`src/rtl/exe_hazard_ctrl_pkg.sv`:
```
// Shared types for the EXE-stage hazard controller: forwarding select codes,
// memory-wait FSM states and the pipeline shadow-slot record.
package exe_hazard_ctrl_pkg;

  localparam logic [1:0] SEL_REG = 2'b00;
  localparam logic [1:0] SEL_MEM = 2'b01;
  localparam logic [1:0] SEL_WB  = 2'b10;

  typedef enum logic [1:0] {
    IDLE,
    BUSY,
    RELEASE
  } mem_state_t;

  typedef struct packed {
    logic       valid;
    logic [3:0] src1;
    logic [3:0] src2;
    logic       two_src;
    logic [3:0] dest;
    logic       wb_en;
    logic       mem_r_en;
    logic       mem_w_en;
  } slot_t;

  function automatic logic slot_match(input slot_t s, input logic [3:0] r);
    return s.valid && s.wb_en && (s.dest == r);
  endfunction

endpackage

```
`src/rtl/exe_hazard_ctrl_if.sv`:
```
// ID-stage instruction fields in, forwarding selects and stall controls out.
interface exe_hazard_ctrl_if;
  logic       id_valid;
  logic [3:0] id_src1;
  logic [3:0] id_src2;
  logic       id_two_src;
  logic [3:0] id_dest;
  logic       id_wb_en;
  logic       id_mem_r_en;
  logic       id_mem_w_en;
  logic       branch_taken;
  logic [1:0] sel_src_1;
  logic [1:0] sel_src_2;
  logic       hazard;
  logic       freeze;

  modport master (
    output id_valid, id_src1, id_src2, id_two_src, id_dest,
           id_wb_en, id_mem_r_en, id_mem_w_en, branch_taken,
    input  sel_src_1, sel_src_2, hazard, freeze
  );

  modport slave (
    input  id_valid, id_src1, id_src2, id_two_src, id_dest,
           id_wb_en, id_mem_r_en, id_mem_w_en, branch_taken,
    output sel_src_1, sel_src_2, hazard, freeze
  );
endinterface

```
`src/rtl/exe_hazard_ctrl_mem_wait_fsm.sv`:
```
// Holds the pipeline frozen while a load/store sits in MEM: MEM_WAIT cycles
// per access, the last of which releases the pipeline.
module mem_wait_fsm
  import exe_hazard_ctrl_pkg::*;
#(
  parameter int MEM_WAIT = 4
) (
  input  logic clk,
  input  logic rst,
  input  logic mem_acc,
  output logic freeze
);

  localparam logic [3:0] CNT_INIT = 4'(MEM_WAIT - 2);

  mem_state_t state, state_nxt;
  logic [3:0] cnt, cnt_nxt;

  always_ff @(posedge clk) begin
    if (rst) begin
      state <= IDLE;
      cnt   <= '0;
    end else begin
      state <= state_nxt;
      cnt   <= cnt_nxt;
    end
  end

  // RELEASE never samples mem_acc, so the access leaving MEM is not recounted.
  always_comb begin
    state_nxt = state;
    cnt_nxt   = cnt;
    freeze    = 1'b0;
    case (state)
      IDLE: begin
        if (mem_acc && (MEM_WAIT > 1)) begin
          freeze    = 1'b1;
          cnt_nxt   = CNT_INIT;
          state_nxt = (MEM_WAIT == 2) ? RELEASE : BUSY;
        end
      end
      BUSY: begin
        freeze  = 1'b1;
        cnt_nxt = cnt - 4'd1;
        if (cnt == 4'd1) state_nxt = RELEASE;
      end
      RELEASE: state_nxt = IDLE;
      default: state_nxt = IDLE;
    endcase
  end

endmodule

```
`src/rtl/exe_hazard_ctrl.sv`:
```
// EXE-stage controller: shadows EXE/MEM/WB register tags to drive operand
// forwarding selects, the load-use/RAW stall and the memory-wait freeze.
module exe_hazard_ctrl
  import exe_hazard_ctrl_pkg::*;
#(
  parameter int MEM_WAIT   = 4,
  parameter bit FORWARD_EN = 1'b1
) (
  input logic              clk,
  input logic              rst,
  exe_hazard_ctrl_if.slave bus
);

  slot_t exe_q, mem_q, wb_q, id_slot;
  logic  mem_acc, freeze, hazard, dep_exe, dep_mem;

  assign id_slot = '{valid:    bus.id_valid,
                     src1:     bus.id_src1,
                     src2:     bus.id_src2,
                     two_src:  bus.id_two_src,
                     dest:     bus.id_dest,
                     wb_en:    bus.id_wb_en,
                     mem_r_en: bus.id_mem_r_en,
                     mem_w_en: bus.id_mem_w_en};

  // A load in MEM only has its address, so it cannot source a forward.
  function automatic logic [1:0] fwd_sel(input logic [3:0] r, input logic rd,
                                         input slot_t ex, input slot_t mm,
                                         input slot_t wb);
    if (!FORWARD_EN || !ex.valid || !rd) return SEL_REG;
    if (slot_match(mm, r) && !mm.mem_r_en) return SEL_MEM;
    if (slot_match(wb, r)) return SEL_WB;
    return SEL_REG;
  endfunction

  assign bus.sel_src_1 = fwd_sel(exe_q.src1, 1'b1, exe_q, mem_q, wb_q);
  assign bus.sel_src_2 = fwd_sel(exe_q.src2, exe_q.two_src, exe_q, mem_q, wb_q);

  always_comb begin
    dep_exe = slot_match(exe_q, bus.id_src1) ||
              (bus.id_two_src && slot_match(exe_q, bus.id_src2));
    dep_mem = slot_match(mem_q, bus.id_src1) ||
              (bus.id_two_src && slot_match(mem_q, bus.id_src2));
    if (FORWARD_EN) hazard = bus.id_valid && dep_exe && exe_q.mem_r_en;
    else            hazard = bus.id_valid && (dep_exe || dep_mem);
  end

  always_ff @(posedge clk) begin
    if (rst) begin
      exe_q <= '0;
      mem_q <= '0;
      wb_q  <= '0;
    end else if (!freeze) begin
      exe_q <= (hazard || bus.branch_taken || !bus.id_valid) ? '0 : id_slot;
      mem_q <= exe_q;
      wb_q  <= mem_q;
    end
  end

  assign mem_acc = mem_q.valid && (mem_q.mem_r_en || mem_q.mem_w_en);

  mem_wait_fsm #(.MEM_WAIT(MEM_WAIT)) u_mem_wait_fsm (
    .clk     (clk),
    .rst     (rst),
    .mem_acc (mem_acc),
    .freeze  (freeze)
  );

  assign bus.hazard = hazard;
  assign bus.freeze = freeze;

  // MEM and WB slots carry full records but only their destination is consulted.
  logic unused_slot_bits;
  assign unused_slot_bits = ^{exe_q.mem_w_en,
                              mem_q.src1, mem_q.src2, mem_q.two_src,
                              wb_q.src1, wb_q.src2, wb_q.two_src,
                              wb_q.mem_r_en, wb_q.mem_w_en};

endmodule

```
`src/flat_wrapper.sv`:
```
// flat-port wrapper written by rule: the top's interface ports become plain ports
module exe_hazard_ctrl_flat import exe_hazard_ctrl_pkg::*;
#(
  parameter int MEM_WAIT   = 4,
  parameter bit FORWARD_EN = 1'b1
)
  (clk, rst, bus_id_valid, bus_id_src1, bus_id_src2, bus_id_two_src, bus_id_dest, bus_id_wb_en, bus_id_mem_r_en, bus_id_mem_w_en, bus_branch_taken, bus_sel_src_1, bus_sel_src_2, bus_hazard, bus_freeze);
  exe_hazard_ctrl_if bus_i ();
  input logic clk;
  input logic rst;
  input wire logic [$bits(bus_i.id_valid)-1:0] bus_id_valid;
  input wire logic [$bits(bus_i.id_src1)-1:0] bus_id_src1;
  input wire logic [$bits(bus_i.id_src2)-1:0] bus_id_src2;
  input wire logic [$bits(bus_i.id_two_src)-1:0] bus_id_two_src;
  input wire logic [$bits(bus_i.id_dest)-1:0] bus_id_dest;
  input wire logic [$bits(bus_i.id_wb_en)-1:0] bus_id_wb_en;
  input wire logic [$bits(bus_i.id_mem_r_en)-1:0] bus_id_mem_r_en;
  input wire logic [$bits(bus_i.id_mem_w_en)-1:0] bus_id_mem_w_en;
  input wire logic [$bits(bus_i.branch_taken)-1:0] bus_branch_taken;
  output wire logic [$bits(bus_i.sel_src_1)-1:0] bus_sel_src_1;
  output wire logic [$bits(bus_i.sel_src_2)-1:0] bus_sel_src_2;
  output wire logic [$bits(bus_i.hazard)-1:0] bus_hazard;
  output wire logic [$bits(bus_i.freeze)-1:0] bus_freeze;
  assign bus_i.id_valid = bus_id_valid;
  assign bus_i.id_src1 = bus_id_src1;
  assign bus_i.id_src2 = bus_id_src2;
  assign bus_i.id_two_src = bus_id_two_src;
  assign bus_i.id_dest = bus_id_dest;
  assign bus_i.id_wb_en = bus_id_wb_en;
  assign bus_i.id_mem_r_en = bus_id_mem_r_en;
  assign bus_i.id_mem_w_en = bus_id_mem_w_en;
  assign bus_i.branch_taken = bus_branch_taken;
  assign bus_sel_src_1 = bus_i.sel_src_1;
  assign bus_sel_src_2 = bus_i.sel_src_2;
  assign bus_hazard = bus_i.hazard;
  assign bus_freeze = bus_i.freeze;
  exe_hazard_ctrl #(.MEM_WAIT(MEM_WAIT), .FORWARD_EN(FORWARD_EN)) u_core (.clk(clk), .rst(rst), .bus(bus_i));
endmodule
```
`config.mk`:
```
export PLATFORM = sky130hd
export DESIGN_NAME = exe_hazard_ctrl_flat
export DESIGN_NICKNAME = d
export VERILOG_FILES = /design/src/rtl/exe_hazard_ctrl_pkg.sv /design/src/rtl/exe_hazard_ctrl_if.sv /design/src/rtl/exe_hazard_ctrl_mem_wait_fsm.sv /design/src/rtl/exe_hazard_ctrl.sv /design/src/flat_wrapper.sv
export SDC_FILE = /design/constraint.sdc
export NUM_CORES = 1
export LEC_CHECK = 0
export ABC_AREA = 1
export BUFFER_PORTS_ARGS = -buffer_cell sky130_fd_sc_hd__buf_2
export CORE_AREA = 4 4 74 63
export CTS_CLUSTER_DIAMETER = 150
export DETAILED_ROUTE_END_ITERATION = 7
export DIE_AREA = 0 0 78 67
export GPL_TIMING_DRIVEN = 1
export PLACE_DENSITY_LB_ADDON = 0.08
export SLEW_MARGIN = 20
export SYNTH_ARGS = -nofsm -noshare
export SYNTH_HDL_FRONTEND = slang
export SYNTH_HIERARCHICAL = 1
export SYNTH_SLANG_ARGS = --single-unit
```
`constraint.sdc`:
```
create_clock -name clk -period 1.7 [get_ports clk]
set_clock_uncertainty 0.05 [all_clocks]
set_input_delay 0.17 -clock clk [delete_from_list [all_inputs] [get_ports clk]]
set_output_delay 0.17 -clock clk [all_outputs]
set_load 0.02 [all_outputs]
```
== Yosys cells after proc, flatten, opt, wreduce, memory -nomap -nowiden ==
Cells that the tools add are included.
Word-level totals
  register bits after elaboration: 37
  input port bits: 20
  output and inout port bits: 6
  word-level logic and storage cells: 88
Operators by class
  add/sub/neg operators: 1
  eq/ne operators: 10
  multiplexer cells: 31
  reduce and logical (&&, ||, !) cells: 28
Operators with widths (count)
  two-way mux 2 bit: 14
  == test 4 bit: 6
  two-way mux 17 bit: 1
  logical AND 1 bit: 15
  two-way mux 1 bit: 12
  one-hot mux 4 bit (2 select lines): 1
  logical OR 1 bit: 5
  == test 4 x 1 -> 1 bit, second input constant: 1
  logical NOT 1 bit: 4
  two-way mux 4 bit: 1
  one-hot mux 2 bit (2 select lines): 1
  AND reduction 2 bit: 2
  subtractor 4 x 1 -> 4 bit, second input constant: 1
  == test 2 x 1 -> 1 bit, second input constant: 1
  logical NOT 2 bit: 1
  inequality test 2 x 1 -> 1 bit, second input constant: 1
  inequality test 2 bit, second input constant: 1
  one-hot mux 1 bit (2 select lines): 1
  nonzero test 2 bit: 1

== Longest topological paths before layout ==
Gate-level depths: netlist of the first run.
  depth after elaboration: 10
  mapped depth: 10
  gate-level depth less buffers: 9

== Cells and area by module ==
Netlist of the first run, hierarchy kept.
Modules (own cells, without submodules)
  exe_hazard_ctrl: instances 1, cells each 212, area an instance 1592.8 um2
  mem_wait_fsm: instances 1, cells each 42, area an instance 304.0 um2

== Worst setup path after synthesis of the first run ==
No wires, ideal clock.
  path type: reg2reg
  start point: register u_core/mem_q[1] (netlist bit)
  end point: register u_core/exe_q[3] (netlist bit)
  setup time: 73 ps
  arrival time: 1481 ps
  setup slack: 96 ps
  stages on the path, launching flop included: 10
  clock period less this slack: 1604 ps
  cells stage by stage: dfxtp_1 -> o21a_1 -> o21ai_2 -> inv_2 -> inv_2 -> nand2_1 -> nor2_4 -> buf_4 -> nand3_1 -> a21oi_1
On the way
  cells in the longest elaborated chain, start to end: 4
Ends and longest elaborated chain
  from (decl): line exe_hazard_ctrl.sv:14  | slot_t exe_q, mem_q, wb_q, id_slot;
  from (signal assigned): line exe_hazard_ctrl.sv:55  | mem_q <= exe_q;
  logical OR 1 bit: line exe_hazard_ctrl.sv:60  | assign mem_acc = mem_q.valid && (mem_q.mem_r_en || mem_q.mem_w_en);
  logical AND 1 bit: line exe_hazard_ctrl.sv:60
  via u_core.mem_acc: line exe_hazard_ctrl.sv:15  | logic mem_acc, freeze, hazard, dep_exe, dep_mem;
  two-way mux 1 bit: line exe_hazard_ctrl_mem_wait_fsm.sv:36  | if (mem_acc && (MEM_WAIT > 1)) begin
  one-hot mux 1 bit (2 select lines): line exe_hazard_ctrl_mem_wait_fsm.sv:34  | case (state)
  via bus_freeze: line flat_wrapper.sv:23  | output wire logic [$bits(bus_i.freeze)-1:0] bus_freeze;
  to (signal assigned): line exe_hazard_ctrl.sv:54  | exe_q <= (hazard || bus.branch_taken || !bus.id_valid) ? '0 : id_slot;
  to (decl): line exe_hazard_ctrl.sv:14
The timed path passes the listed nets, and every way through them passes these cells.
A chain may end at the register's enable or synchronous reset.

== Final worst setup path of the first run ==
  start point: register u_core/mem_q[1] (netlist bit)
  end point: output port bus_sel_src_2[0]
On the way
  cells in the longest elaborated chain, start to end: 7
  elaborated cells on any way between the ends: 9
Ends and longest elaborated chain
  logical NOT 1 bit (*): line exe_hazard_ctrl.sv:31  | if (slot_match(mm, r) && !mm.mem_r_en) return SEL_MEM;
  logical AND 1 bit (*): line exe_hazard_ctrl.sv:31
  two-way mux 2 bit: line exe_hazard_ctrl.sv:31
  two-way mux 2 bit: line exe_hazard_ctrl.sv:32  | if (slot_match(wb, r)) return SEL_WB;
  two-way mux 2 bit: line exe_hazard_ctrl.sv:33  | return SEL_REG;
  two-way mux 2 bit (*): line exe_hazard_ctrl.sv:32
  two-way mux 2 bit (*): line exe_hazard_ctrl.sv:31
  to (decl): line flat_wrapper.sv:21  | output wire logic [$bits(bus_i.sel_src_2)-1:0] bus_sel_src_2;
Every way passes the cells marked *; elsewhere a longest branch is shown, timed or not. The select of a mux whose other input is x is not followed.

==> results of run 1 <==
==> state kept, by name, summed over array words and instances (netlist names) <==
register and flops:
u_core/exe_q 17, u_core/mem_q 8, u_core/wb_q 6, u_core/u_mem_wait_fsm/cnt 4, u_core/u_mem_wait_fsm/state 2
==> cells in the final DEF (no fill, tap or decap), types with 2 or more instances in the layout <==
cell,instances
nand2_1,63
buf_4,24
buf_2,19
inv_1,19
dfxtp_1,19
a21oi_1,18
nor2_1,17
dfxtp_2,15
nand3_1,14
a21oi_2,10
nand3_2,9
a211oi_1,8
xnor2_1,7
inv_2,7
clkbuf_8,6
buf_6,4
xor2_1,4
nand2_2,4
nor2_4,4
nand4_1,3
nor3_2,3
dfxtp_4,3
buf_12,2
o21ai_1,2
ha_1,2
==> stage by stage <==
step	instance area (sq um)	setup TNS [ps]	hold slack [ps]	utilization
after floorplan	1897	0	189.1	-
after global placement	2117	0	384.2	0.5336
after detailed placement	2117	0	384.6	0.5336
after CTS	2357	-93.97	71.05	0.5941
after global routing	2524	-112.7	73.74	0.6361
final	2524	0	74.97	0.6361
==> area by class of cell <==
class / instances / area, sq um / share of cell area
Multi-Input combinational cell: 181 / 1106 / 0.4383
Sequential cell: 37 / 770.7 / 0.3054
Timing Repair Buffer: 50 / 385.4 / 0.1527
Inverter: 27 / 103.9 / 0.04115
Clock buffer: 7 / 86.33 / 0.03421
Tap cell: 57 / 71.32 / 0.02826
==> layer usage <==
metal,vias up,GRT usage,share of wire
li1,916,-,-
met1,799,0.2639,0.54
met2,33,0.2575,0.42
met3,5,0.04054,0.037
met4,0,0.06550,0.0073
met5,-,0,0
==> cells by family (layout without fill, tap and decap cells) <==
kind of cell | after synthesis | in the layout | synth area share
AO/OA/AOI/OAI | 42 | 42 | 0.1445
XOR/XNOR | 13 | 13 | 0.06003
AND/OR/NAND/NOR | 124 | 124 | 0.3100
buffers and inverters | 36 | 84 | 0.08179
flip-flops | 37 | 37 | 0.3905
adder cells (fa/ha/maj) | 2 | 2 | 0.01319
==> power by group through the flow <==
stage / clock network [mW] / registers, mW / logic, mW
6_report: 0.625 / 0.906 / 0.173
5_1_grt: 0.675 / 0.908 / 0.191
4_1_cts: 0.640 / 0.906 / 0.161
3_5_place_dp: 0 / 0.925 / 0.148
3_3_place_gp: 0 / 0.924 / 0.148
2_1_floorplan: 0 / 0.919 / 0.0895
==> worst min-delay path, delay by kind of cell <==
family                 cells  cell delay, ps
AOI/OAI and AO/OA          1              40
buffers and inverters      1             100
and+or+nand+nor            1              60
==> what timing repair did <==
action | 4_1_cts | 5_1_grt
setup buffers | 7 | 10
pin swaps | 7 | 11
gates cloned | 0 | 1
setup endpoints to repair | 4 | 14
resized for setup | 32 | 26
==> path summary, 6_finish.rpt <==
path                                    to                          start  cells past startpoint  slack, ps
min           u_core/exe_q[5]$_SDFFE_PP0N_                 bus_id_dest[2]                      3         70
max                       bus_sel_src_2[0]   u_core/mem_q[1]$_SDFFE_PP0N_                      6         30
min reg2reg   u_core/exe_q[0]$_SDFFE_PP0N_   u_core/exe_q[0]$_SDFFE_PP0N_                      2        410
max reg2reg  u_core/exe_q[16]$_SDFFE_PP0N_  u_core/mem_q[16]$_SDFFE_PP0N_                     10         90
==> results.ini, run 1 <==
[timing]
rsz0062_at_grt=yes
finalCritPeriodShare=0.9828
slew_viol_final=0
maxSlewHeadroom=0.6375
worst_pin_slew_ps=543.8
layout_setup_ws_ps=29.16
period_needed_ps=1671
finalHoldViolCount=0
setup_viol=0
fmax_mhz=598.5

[logic_synthesis]
async_flop_share=0
yosysTopAreaCell=dfxtp_1
synthTopCellsByArea=dfxtp_1, nand2_1, a21oi_1
synth_edf_count=0
yosysSeqAreaShare=0.3905
avgSynthCellArea_sq_um=7.468
synth_commonest_cells=nand2_1, dfxtp_1, inv_1
syn-num-nets=276
ys_seq_elements=37
yosysMostFrequentCell=nand2_1
synthDistinctLibCells=31
ys.flop_type=dfxtp_1
syn_area_sq_um=1897
synthCells=254
ys_warn_count=6
synth_top_area_frac=0.3905

[place]
place_congestion=0.8178
place_hpwl_mm=3.109
dpl_worst_slack_ps=132.5
io_buffers=25
place_inst=334

[global_route]
grt_pass1_wl_mm=7.383
grt_max_degree=34
grt_use_total=0.1810
grt.overflow.total=0
grt_pass1_vias=1546
antenna_found_initial=0

[drt]
wl_mm=4.797
drt.antenna.violating_nets=0
drtIter0Drc=129
wl_per_cell_um=13.36
remaining_drc_errors=0
vias_per_cell=4.883
first_pass_iters=4
vias=1753

[power_and_ir_drop]
seqPwrFrac=0.531
pwr-share-clk=0.367
pwr-share-comb=0.102
power_leakage_nw=1.018
power.density_nw_per_um2=675.3
power_mw=1.704
ir_worst_vdd_mv=0.4357
p_int_mw=1.285
p_sw_uw=418.8
p_sw_frac=0.2457

[die]
io_pins=26
initial_core_util=0.4781
die_area_sq_um=5226
die_w_um=78
row_count=21
die-height_um=67
design.core.area_sq_um=3968

[clock_tree]
clockRootBuffer=clkbuf_8
cts-htree-levels=2
cts_tree=built
cts_hold_buf=0
clock_sinks=37
path_clk_slew_ps=70
clock_latency_ps=280
numCtsBuffers=5
clock_path_buffers=2

[worst_setup_path]
crit_required_ps=1480
crit_path_frequent_cell=buf_6
cp_max_fo=3
critPathMaxStageDelay_ps=330
cp_cell_sequence=buf_6 > nor2_4 > nand3_2 > nor4_4 > and2_4 > buf_6
slowest_stage=dfxtp_2
worstPathArrival_ps=1450
cp_num_buf_inv=2
crit_path_end_kind=output pin
critPathLaunchType=flip-flop
path_class=flip-flop to output pin
critPathTopFamily=simple AND/OR/NAND/NOR gates

[worst_hold_path]
hold_path.class=input pin to flip-flop

[run_status]
outcome=completed

[layout]
fin_nets=324
drive_gt1_frac=0.4073
syn_to_final_growth_pct=33.05
n_antenna_cell=0
finalNonFillerCells=359
nFillCells=358

[job]
max-cap-violations=0

No activity file was read; power rests on OpenSTA's default activity.
==> inputs of run 2 (changes only) <==
--- a/config.mk
+++ b/config.mk
@@ -12,6 +12,7 @@
 export DETAILED_ROUTE_END_ITERATION = 7
 export DIE_AREA = 0 0 78 67
 export GPL_TIMING_DRIVEN = 1
+export HOLD_SLACK_MARGIN = 0.12
 export PLACE_DENSITY_LB_ADDON = 0.08
 export SLEW_MARGIN = 20
 export SYNTH_ARGS = -nofsm -noshare
==> run 2 against run 1 <==
Net effect:
- core utilization is 3.3 points higher
- final cell count grew 3.3%
- first-iteration DRC count fell by 2.3%
- non-clock buffer count is 12 higher
- count of clock-buffer cells in the layout stayed put
- worst setup slack gained 9.2 ps
- die area stayed put
- global-route usage increased by 1.1 points
- total power rose by 1.4%
- sequential power about the same
- fmax grew 0.55%
- combinational power grew 15%
- critical path type unchanged
- highest routed layer unchanged
==> results.ini, run 2 (synthesis gave the netlist of run 1 again) <==
[layout]
layout_common_cells=nand2_1, buf_4, dfxtp_1
largestRegisters=u_core/exe_q (17), u_core/mem_q (8), u_core/wb_q (6)
largest-register=u_core/exe_q
layout_commonest_cell=nand2_1
fin_nets=336  ; +3.7%
drive_gt1_frac=0.3694  ; -0.03786
nFillCells=333  ; -7.0%
largest_register_ffs=17  ; unchanged
n_antenna_cell=0  ; unchanged
utilization=0.6689  ; +0.03280
syn_to_final_growth_pct=39.91

[place]
dpl_worst_slack_ps=132.5  ; unchanged
io_buffers=25  ; unchanged
place_congestion=0.8178  ; unchanged
place_hpwl_mm=3.109  ; unchanged

[timing]
finalCritPeriodShare=0.9774  ; -0.005415
slew_viol_final=0  ; unchanged
setup_viol=0  ; unchanged
rsz0062_at_grt=yes
finalHoldViolCount=0  ; unchanged
layout_setup_ws_ps=38.37  ; +9.205 ps
worst_pin_slew_ps=530.4  ; -13.38 ps
period_needed_ps=1662  ; -9.205 ps
fmax_mhz=601.8  ; +0.55%
maxSlewHeadroom=0.6464  ; +0.008919

[power_and_ir_drop]
power.density_nw_per_um2=651.0  ; -3.6%
power_leakage_nw=1.084  ; +6.6%
ir_worst_vdd_mv=0.4314  ; -0.98%
power_mw=1.728  ; +1.4%

[worst_setup_path]
crit_path_frequent_cell=buf_6
endpoint=bus_sel_src_2[0]
worstRegToRegCells=10  ; unchanged
critPathLaunch=u_core/mem_q[1]$_SDFFE_PP0N_
reg2reg_to=u_core/exe_q[3]$_SDFFE_PP0N_
worstPathArrival_ps=1440  ; about the same
cp_max_fo=3  ; unchanged
regToRegSetupSlack_ps=100  ; about the same
crit_path_end_kind=output pin
critPathMaxStageDelay_ps=330  ; about the same
slowest_stage=dfxtp_2
path_class=flip-flop to output pin
critPathLaunchType=flip-flop
cp_cell_sequence=buf_6 > nor2_4 > nand3_2 > nor4_4 > and2_4 > buf_6
crit_required_ps=1480  ; about the same
r2r-start=u_core/mem_q[16]$_SDFFE_PP0N_

[global_route]
grt_pass1_vias=1596  ; +3.2%
grt_use_total=0.1917  ; +0.01073
antenna_found_initial=0  ; unchanged
grt_pass1_wl_mm=7.755  ; +5.0%
grt.overflow.total=0  ; unchanged
grt_max_degree=34  ; unchanged

[clock_tree]
clock_path_buffers=2  ; unchanged
path_clk_slew_ps=70  ; about the same
clockRootBuffer=clkbuf_8
cts-htree-levels=2  ; unchanged
numCtsBuffers=5  ; unchanged
clock_latency_ps=280  ; about the same
cts_tree=built
clock_sinks=37  ; unchanged

[drt]
wl_per_cell_um=13.05  ; -2.4%
remaining_drc_errors=0  ; unchanged
vias_per_cell=4.916  ; +0.68%
wl_mm=4.840  ; +0.90%
first_pass_iters=4  ; unchanged
drtIter0Drc=126  ; -2.3%
drt.antenna.violating_nets=0  ; unchanged
vias=1824  ; +4.1%

[worst_hold_path]
hold_path.class=input pin to flip-flop
min_from=bus_id_src1[3]

[die]
io_pins=26  ; unchanged
die_area_sq_um=5226  ; unchanged
initial_core_util=0.4781  ; unchanged
row_count=21  ; unchanged
die_w_um=78  ; unchanged
die-height_um=67  ; unchanged
design.core.area_sq_um=3968  ; unchanged

[run_status]
outcome=completed

[job]
max-cap-violations=0  ; unchanged

[run 2: cell types whose count changed in the layout (fill, tap and decap cells not counted), sizes merged]
cell / change
buf: -3
dlygate4sd3: +13
dlymetal6s4s: +2
[run 2: metal layers]
| metal | vias up | GRT usage | routed length (um) |
|---|---|---|---|
| met5 | - | 0 | 0 |
| met4 | 0 | 0.06550 | 46 |
| met3 | 7 | 0.04054 | 219 |
| met2 | 45 | 0.2788 | 2080 |
| met1 | 830 | 0.2778 | 2493 |
| li1 | 942 | - | - |
[run 2: how the worst min path moves through the flow]
stage | depth (start not counted) | end
floorplan | 1 | u_core/u_mem_wait_fsm/state[0]$_SDFFE_PP0P_
global placement | 3 | u_core/exe_q[5]$_SDFFE_PP0N_
global route | 3 | u_core/exe_q[15]$_SDFFE_PP0N_
detailed placement | 3 | u_core/exe_q[5]$_SDFFE_PP0N_
finish | 3 | u_core/exe_q[15]$_SDFFE_PP0N_
CTS | 3 | u_core/exe_q[15]$_SDFFE_PP0N_
[run 2: repair_timing]
action,4_1_cts,5_1_grt
hold endpoints to repair,15,0
hold buffers,15,0
buffers inserted,7,9
endpoints found under the setup margin,4,15
cloned,0,1
pin swaps,7,12
resized for setup,32,24
[run 2: cell type report]
class / instances / area (sq um) / share of cell area
clock buffers: 7 / 86.33 / 0.03253
inverters: 27 / 103.9 / 0.03913
multi-input cells: 181 / 1094 / 0.4121
flip-flops and latches: 37 / 765.7 / 0.2885
well taps: 57 / 71.32 / 0.02687
repair buffers: 62 / 533.0 / 0.2008
[run 2: worst max-delay path, delay by kind of cell, from the launching register on]
family	cells	cell delay, ps
buffers and inverters	2	230
flip-flops	1	330
AND/OR/NAND/NOR	4	600
[run 2: report_power, final]
group / total [mW] / switching (mW) / internal, mW
Clock: 0.623 / 0.301 / 0.322
Combinational: 0.199 / 0.0972 / 0.102
Sequential: 0.906 / 0.0207 / 0.885
[run 2: through the flow]
stage          cells  cell area (sq um)  hold slack (ps)  setup TNS [ps]
4_1_cts          363               2507            130.0          -93.97
6_report         371               2654            140.6               0
3_3_place_gp     334               2117            384.2               0
2_1_floorplan    254               1897            189.1               0
5_1_grt          371               2654            152.4          -123.2
3_5_place_dp     334               2117            384.6               0
==> inputs of run 3 (changes only) <==
--- a/config.mk
+++ b/config.mk
@@ -14,6 +14,7 @@
 export GPL_TIMING_DRIVEN = 1
 export HOLD_SLACK_MARGIN = 0.12
 export PLACE_DENSITY_LB_ADDON = 0.08
+export SETUP_SLACK_MARGIN = 0.5
 export SLEW_MARGIN = 20
 export SYNTH_ARGS = -nofsm -noshare
 export SYNTH_HDL_FRONTEND = slang
==> run 3 against run 2 <==
Net effect:
- the flow now finishes with violations (negative setup slack)
- clock power grew 48%
- global-route usage increased by 2.8 points
- critical endpoint is now u_core/exe_q[12]$_SDFFE_PP0N_
- combinational power rose by 26%
- final cell count is 4.0% higher
- total power up 20%
- sequential power hardly changed
==> results.ini, run 3 (synthesis gave the netlist of run 1 again) <==
[run_status]
outcome=finished with violations
violations=negative setup slack

[die]
die_area_sq_um=5226  ; unchanged
die-height_um=67  ; unchanged
row_count=21  ; unchanged
die_w_um=78  ; unchanged
design.core.area_sq_um=3968  ; unchanged
io_pins=26  ; unchanged
initial_core_util=0.4781  ; unchanged

[layout]
design_area_sq_um=3088  ; +16%
largest_register_ffs=17  ; unchanged
largestRegisters=u_core/exe_q (17), u_core/mem_q (8), u_core/wb_q (6)
drive_gt1_frac=0.5137  ; +0.1443
largest-register=u_core/exe_q
utilization=0.7783  ; +0.1094
layout_common_cells=nand2_1, buf_2, buf_4
seq_area_sq_um=773.2  ; +0.98%
multi_input_area_sq_um=1241  ; +14%
fin_nets=350  ; +4.2%
n_antenna_cell=0  ; unchanged
layout_commonest_cell=nand2_1
syn_to_final_growth_pct=62.80
nFillCells=249  ; -25%

[global_route]
antenna_found_initial=0  ; unchanged
grt_pass1_wl_mm=8.852  ; +14%
grt.overflow.total=0  ; unchanged
grt_max_degree=24  ; -29%
grt_pass1_vias=1768  ; +11%
grt_use_total=0.2200  ; +0.02832

[clock_tree]
numCtsBuffers=5  ; unchanged
clock_latency_ps=290  ; about the same
clock_path_buffers=2  ; unchanged
cts-htree-levels=2  ; unchanged
clock_sinks=37  ; unchanged
clockRootBuffer=clkbuf_8
cts_tree=built
path_clk_slew_ps=80  ; about the same

[worst_setup_path]
worstPathArrival_ps=1950  ; +510 ps
crit_path_end_kind=flip-flop
crit_required_ps=1880  ; +400 ps
cp_max_fo=8  ; +5
worstRegToRegCells=10  ; unchanged
regToRegSetupSlack_ps=-70  ; -170 ps
critPathLaunchType=flip-flop
r2r-start=u_core/mem_q[0]$_SDFFE_PP0N_
reg2reg_to=u_core/exe_q[12]$_SDFFE_PP0N_
path_class=flip-flop to flip-flop

[worst_hold_path]
whs_path_depth=2  ; -1
hold_path.class=input pin to flip-flop
min_from=rst
holdPathEnd=u_core/wb_q[2]$_SDFFE_PP0N_

[power_and_ir_drop]
power.density_nw_per_um2=673.9  ; +3.5%
ir_worst_vdd_mv=0.7229  ; +68%
power_mw=2.081  ; +20%
power_leakage_nw=1.216  ; +12%

[drt]
wl_per_cell_um=15.65  ; +20%
vias=1985  ; +8.8%
drtIter0Drc=158  ; +25%
remaining_drc_errors=0  ; unchanged
drt.antenna.violating_nets=0  ; unchanged
first_pass_iters=4  ; unchanged
wl_mm=6.040  ; +25%
vias_per_cell=5.142  ; +4.6%

[place]
io_buffers=25  ; unchanged
place_hpwl_mm=3.122  ; +0.42%
place_congestion=0.8448  ; +3.3%
post_dp_cell_area_sq_um=2191  ; +3.5%

[timing]
fmax_mhz=566.3  ; -5.9%
finalCritPeriodShare=1.039  ; +0.06125
maxSlewHeadroom=0.7692  ; +0.1228
setup_viol=10  ; +10
finalHoldViolCount=0  ; unchanged
whs_ps=206.6  ; +65.90 ps
layout_setup_ws_ps=-65.75  ; -104.1 ps
slew_viol_final=0  ; unchanged
worst_pin_slew_ps=346.2  ; -184.2 ps
rsz0062_at_grt=yes
period_needed_ps=1766  ; +104.1 ps

[job]
max-cap-violations=0  ; unchanged

[run 3: cell count changes in the layout (fill, tap and decap cells not counted), sizes merged]
cell	before	now
inv	27	26
dlymetal6s4s	2	0
dlygate4sd3	13	16
clkinvlp	0	1
clkinv	0	1
clkbuf	8	6
buf	46	59
bufinv	0	2
[run 3: critical path, stage by stage (launching register included)]
cell	delay, ps
dfxtp_2	330
o21a_1	210
o21ai_2	170
inv_2	100
inv_4	70
nand2_4	40
nor2_4	230
buf_12	150
buf_16	130
nand3_2	90
a21oi_2	120
[run 3: area by class of cell]
cell class / instances / share of cell area
Inverter: 27 / 0.03566
Sequential cell: 37 / 0.2504
Clock buffer: 5 / 0.02229
Multi-Input combinational cell: 181 / 0.4019
Clock inverter: 3 / 0.02107
Tap cell: 57 / 0.02310
Timing Repair Buffer: 76 / 0.2455
[run 3: how the worst max path moves through the flow]
stage                                             from                       endpoint  slack, ps  depth (start not counted)
after floorplan           u_core/mem_q[1]$_SDFFE_PP0N_   u_core/exe_q[3]$_SDFFE_PP0N_        170                          9
after global placement    u_core/mem_q[0]$_SDFFE_PP0N_  u_core/exe_q[11]$_SDFFE_PP0N_        230                          9
after detailed placement  u_core/mem_q[1]$_SDFFE_PP0N_  u_core/exe_q[15]$_SDFFE_PP0N_        210                          9
after CTS                 u_core/mem_q[6]$_SDFFE_PP0N_               bus_sel_src_2[1]         30                          8
after global routing      u_core/mem_q[0]$_SDFFE_PP0N_   u_core/exe_q[4]$_SDFFE_PP0N_       -130                         10
final                     u_core/mem_q[0]$_SDFFE_PP0N_  u_core/exe_q[12]$_SDFFE_PP0N_        -70                         10
[run 3: where the power goes]
part / switching [mW] / internal [mW] / leakage, nW / total, mW
Clock: 0.341 / 0.583 / 0.0681 / 0.924
Sequential: 0.0235 / 0.882 / 0.310 / 0.906
Combinational: 0.122 / 0.129 / 0.838 / 0.251
Total: 0.486 / 1.59 / 1.22 / 2.08
[run 3: timing repair]
action / in CTS / in global routing
hold endpoints to repair: 15 / 1
buffers inserted: 17 / 7
gates resized for setup: 72 / 24
hold buffers: 15 / 1
pin swaps: 19 / 14
setup endpoints to repair: 38 / 40
cloned: 4 / 1
[run 3: metrics by stage]
step / cells / TNS (ps) / setup slack [ps]
floorplan: 254 / 0 / 167.8
global placement: 333 / 0 / 230.9
detailed placement: 333 / 0 / 207.6
CTS: 377 / 0 / 27.56
global route: 386 / -1562 / -125.5
finish: 386 / -464.1 / -65.75
[run 3: routing by layer]
layer	global-route usage	part of all wire	vias up
li1	-	-	974
met1	0.3096	0.45	941
met2	0.3248	0.48	62
met3	0.05270	0.048	8
met4	0.08079	0.017	0
met5	0	0	-
